## config.mk

```make
export PLATFORM = sky130hd
export DESIGN_NAME = pc_redirect_unit
export DESIGN_NICKNAME = d
export VERILOG_FILES = /design/src/rtl/pc_redirect_unit_pkg.sv /design/src/rtl/pc_flush_ctr.sv /design/src/rtl/pc_redirect_unit.sv
export SDC_FILE = /design/constraint.sdc
export NUM_CORES = 1
export LEC_CHECK = 0
export BUFFER_PORTS_ARGS = -buffer_cell sky130_fd_sc_hd__buf_2
export CAP_MARGIN = 20
export CORE_MARGIN = 2
export CORE_UTILIZATION = 45
export CTS_BUF_LIST = sky130_fd_sc_hd__clkbuf_16
export DETAILED_ROUTE_END_ITERATION = 8
export GPL_ROUTABILITY_DRIVEN = 0
export HOLD_SLACK_MARGIN = 0.15
export PLACE_DENSITY = 0.75
export SLEW_MARGIN = 5
export SYNTH_ARGS = -nofsm -noshare
export SYNTH_HDL_FRONTEND = slang
export SYNTH_SLANG_ARGS = --single-unit
export TNS_END_PERCENT = 30
```

## constraint.sdc

```tcl
create_clock -name clk -period 5.1 [get_ports clk]
set_input_delay 0 -clock clk [delete_from_list [all_inputs] [get_ports clk]]
set_output_delay 0 -clock clk [all_outputs]
set_load 0.005 [all_outputs]
```

## src/rtl/pc_redirect_unit_pkg.sv

```systemverilog
// Shared types and constants for the PC register / redirect controller.
package pc_redirect_unit_pkg;

    typedef enum logic {
        RUN   = 1'b0,
        FLUSH = 1'b1
    } state_t;

    localparam int          PC_STEP          = 4;
    localparam logic [31:0] RESET_PC_DEFAULT = 32'h0000_0000;
    localparam int          CTR_W            = 2;

    // Without compressed instructions, bit 1 of a control-transfer target must be clear.
    localparam logic [1:0]  ALIGN_MASK       = 2'b10;

endpackage

```

## src/rtl/pc_flush_ctr.sv

```systemverilog
// Loadable down-counter for the flush window: load wins, decrement only while enabled, zero flag.
module pc_flush_ctr
    import pc_redirect_unit_pkg::*;
(
    input  logic             clk,
    input  logic             rst_n,
    input  logic             load,
    input  logic [CTR_W-1:0] load_val,
    input  logic             en,
    output logic             zero
);

    logic [CTR_W-1:0] count;

    always_ff @(posedge clk or negedge rst_n) begin
        if (!rst_n) begin
            count <= '0;
        end else if (load) begin
            count <= load_val;
        end else if (en && (count != '0)) begin
            count <= count - 1'b1;
        end
    end

    assign zero = (count == '0);

endmodule

```

## src/rtl/pc_redirect_unit.sv

```systemverilog
// PC register and redirect/flush controller. Optional branch performance
// counters are built when BRANCH_PERF_CNT_EN is defined.
module pc_redirect_unit
    import pc_redirect_unit_pkg::*;
#(
    parameter int              XLEN        = 32,
    parameter logic [XLEN-1:0] RESET_PC    = XLEN'(RESET_PC_DEFAULT),
    parameter int              FLUSH_DEPTH = 2
) (
    input  logic            clk,
    input  logic            rst_n,
    input  logic            stall_i,
    input  logic            ex_valid_i,
    input  logic            ex_is_branch_i,
    input  logic            ex_is_jal_i,
    input  logic            ex_is_jalr_i,
    input  logic            branch_taken_i,
    input  logic [XLEN-1:0] ex_target_i,
    output logic [XLEN-1:0] pc_o,
    output logic [XLEN-1:0] pc_plus4_o,
    output logic            flush_o,
    output logic            redirect_o,
    output logic            misalign_o
`ifdef BRANCH_PERF_CNT_EN
    ,
    output logic [31:0]     branch_cnt_o,
    output logic [31:0]     taken_cnt_o
`endif
);

    state_t          state;
    logic [XLEN-1:0] eff_tgt;
    logic            req;
    logic            mis;
    logic            ctr_load;
    logic            ctr_en;
    logic            ctr_zero;

    always_comb begin
        eff_tgt = ex_target_i;
        if (ex_is_jalr_i) begin
            eff_tgt[0] = 1'b0;
        end
    end

    assign req = ex_valid_i & ((ex_is_branch_i & branch_taken_i) | ex_is_jal_i | ex_is_jalr_i);
    assign mis = req & (|(eff_tgt[1:0] & ALIGN_MASK));

    assign pc_plus4_o = pc_o + XLEN'(PC_STEP);

    assign ctr_load = (state == RUN) & req & ~mis;
    assign ctr_en   = (state == FLUSH) & ~stall_i;

    pc_flush_ctr u_flush_ctr (
        .clk      (clk),
        .rst_n    (rst_n),
        .load     (ctr_load),
        .load_val (CTR_W'(FLUSH_DEPTH - 1)),
        .en       (ctr_en),
        .zero     (ctr_zero)
    );

    always_ff @(posedge clk or negedge rst_n) begin
        if (!rst_n) begin
            state      <= RUN;
            pc_o       <= RESET_PC;
            flush_o    <= 1'b0;
            redirect_o <= 1'b0;
            misalign_o <= 1'b0;
        end else begin
            redirect_o <= 1'b0;
            misalign_o <= 1'b0;
            case (state)
                RUN: begin
                    // A redirect overrides a stall: the target must be fetched.
                    if (req && !mis) begin
                        pc_o       <= eff_tgt;
                        redirect_o <= 1'b1;
                        flush_o    <= 1'b1;
                        state      <= FLUSH;
                    end else begin
                        misalign_o <= mis;
                        if (!stall_i) begin
                            pc_o <= pc_plus4_o;
                        end
                    end
                end
                FLUSH: begin
                    // EX holds wrong-path instructions here, so its request is ignored.
                    if (!stall_i) begin
                        pc_o <= pc_plus4_o;
                        if (ctr_zero) begin
                            flush_o <= 1'b0;
                            state   <= RUN;
                        end
                    end
                end
                default: begin
                    state   <= RUN;
                    flush_o <= 1'b0;
                end
            endcase
        end
    end

`ifdef BRANCH_PERF_CNT_EN
    always_ff @(posedge clk or negedge rst_n) begin
        if (!rst_n) begin
            branch_cnt_o <= '0;
            taken_cnt_o  <= '0;
        end else if ((state == RUN) && ex_valid_i && ex_is_branch_i) begin
            branch_cnt_o <= branch_cnt_o + 32'd1;
            if (branch_taken_i) begin
                taken_cnt_o <= taken_cnt_o + 32'd1;
            end
        end
    end
`endif

endmodule

```

==> key figures <==
Route
  – Drt wl/cell: 14.0 µm
  – Final antenna-violating net count: 0
  – Vias: 2,633
  – DRC Markers: 0
  – Final wirelength: 7130 µm
  – DR pass1 iterations: 4
  – Vias per cell: 5.17
  – 1st-iter DRT viols: ~140

Yosys
  – Ys async rst share: 100%
  – Post-synth EDFFs: 0
  – Mapped Nets: roughly 350
  – Seq/Total Area, Yosys: 35.9%
  – Unique masters post-synth: 43
  – Mapped Avg Cell Area: 8.62 µm²
  – Top cells by area, synth: dfrtp_1 (36%), xnor2_1 (12%), nand2_1 (7.2%)
  – Cells after synthesis: 307
  – Post-synth top cells: nand2_1 (51), dfrtp_1 (38), xnor2_1 (36), o21ai_0 (28)
  – Cell Area, Synth: 2650 µm²
  – Yosys top cell by area: dfrtp_1
  – Most frequent cell after synthesis: nand2_1
  – Seq cells post-synth: 38
  – Yosys Warn Count: 0
  – Yosys top cell area share: 35.9%
  – Post-synth top flop: dfrtp_1

Timing
  – Post-Route Setup TNS: 0 ps
  – Slew headroom: 43.6%
  – Final Hold Vio Count: 0
  – Final Skew: 5.56 ps
  – Max-slew violation count: 0
  – Slew @ Worst Pin: around 850 ps
  – Max Clock Freq: ~0.41 GHz
  – Period minus WS final: around 2400 ps
  – Crit share post-route: 47.5%
  – RSZ-0062 raised after global routing: false
  – Setup violations, final: 0

Layout
  – Ant. Diodes: 0
  – Layout Cells excl Fill: 509
  – Share of layout cells above drive strength 1: 28.8%
  – Layout Nets: 479
  – P&R area growth vs syn: 38.5%

CTS
  – Buffer depth of the longest clock path: 2
  – Post-CTS Setup Bufs: 0
  – H-tree depth: 2
  – Post-CTS Hold Fix Bufs: 36
  – Reg clk slew, reported paths: roughly 60 ps
  – Clk_lat worst skew: approximately 280 ps
  – Clock sinks: 38
  – Num CTS Buffers: 5
  – CTS tree: done
  – Clock root buffer: clkbuf_16
  – Resized Gates After CTS: 0

Setup path
  – Crit path kind: reg2out
  – Setup crit end kind: primary output
  – Type of origin of the critical path: register
  – Worst-path fanout max: 7
  – Critical path arrival: ~2400 ps
  – WP data required: 5100 ps

Place
  – DP HPWL: 5120 µm
  – I/O Buffers: 106
  – Inst Count DP: 466

Min path
  – Hold WC Path Type: in2reg

Outcome
  – Status: completed

Die
  – Die Width: 80.7 µm
  – Num ports: ~110
  – Core Area: 5610 µm²
  – Row count: 27
  – Die height: 80.7 µm
  – DIE AREA: 6510 µm²
  – Initial Utilization: between 40 and 50%

Power
  – Leak pwr: 1.66 nW
  – Pwr Density: 492 nW/µm²
  – Worst VDD drop: 0.000315 V

Run
  – Max-cap violation count: 0

GRT
  – Largest net degree at the start of global routing: 39
  – Initial antenna violation count: 0
  – GRT Util Overall: about a quarter
  – Global-route wire length before repair: approximately 12,000 µm
  – Vias in the first global route: 2,579
  – Grt ovf: 0
==> critical path, stage by stage (launching register included) <==
cell,delay (ps)
dfrtp_1,520
nand2_1,220
nor3_2,420
nor3b_2,460
nand4_1,170
xnor2_1,200
buf_2,150
==> flip-flops by register name (all words and copies together), names as in the netlist <==
signal             cells
pc_o                  32
state                  1
u_flush_ctr.count      2
misalign_o             1
flush_o                1
redirect_o             1
==> power by group <==
part	switching, W	internal [W]	total (W)
Clock	0.000114	0.000226	0.000340
Combinational	0.000342	0.000409	0.000751
Sequential	0.000276	0.000437	0.000713
==> worst paths after layout <==
check / from / endpoint / slack (ps) / cells past startpoint
worst min register to register: u_flush_ctr.count[1] / u_flush_ctr.count[1] / 500 / 1
worst max-delay path: pc_o[16] / pc_plus4_o[30] / 2680 / 6
max in group asynchronous: rst_n / pc_o[0] / 4190 / 2
min in group asynchronous: rst_n / pc_o[11] / 380 / 2
worst min-delay path: stall_i / pc_o[2] / 220 / 3
worst max register to register: state / pc_o[4] / 2990 / 5
==> cells in the final DEF, fill, tap and decap left out, types with 3 or more instances in the layout <==
cell type      count
and4_1             3
a21oi_1            5
nand3_1           17
nand2_1           51
inv_1              6
nor3_1             9
xor2_1            21
dlygate4sd3_1     36
nand4_1           11
dfrtp_1           38
buf_2            106
nor2b_1            3
clkbuf_16          5
and2_1             3
o21ai_0           28
or3_1              3
nor2_1            21
and3_1             6
xnor2_1           36
==> area by class of cell <==
class / count / area, µm²
inverters: 7 / 26.3
fillers: 500 / 1940
repair buffers: 143 / 898
clock inverters: 2 / 33.8
clock buffers: 5 / 125
well taps: 72 / 90.1
multi-input cells: 242 / 1540
flip-flops and latches: 38 / 951
==> layer usage <==
layer | routed length, µm | track usage [%]
met1 | 3140 | 29.5
met2 | 3450 | 41.1
met5 | 0 | 0
met4 | 61 | 5.76
met3 | 470 | 5.06
==> kinds of logic after synthesis <==
kind of cell	after synthesis	share of synthesized area, %
xor+xnor	57	18.9
flops	38	35.9
fa+ha+maj	2	0.945
buf+inv	27	5.86
compound gates	39	7.99
simple gates	143	30.0
mux	1	0.378
==> through the flow <==
stage	setup slack (ps)	cell area, µm²	utilization [%]	total power [W]	hold WS (ps)
floorplan	3250	2650	-	0.00112	-296
global placement	3040	3150	56.1	0.00141	146
detailed placement	2960	3150	56.1	0.00144	149
CTS	2700	3660	65.4	0.00181	217
global route	2450	3660	65.4	0.00195	258
finish	2680	3660	65.4	0.00180	221
(Power assumes the default switching activity.)
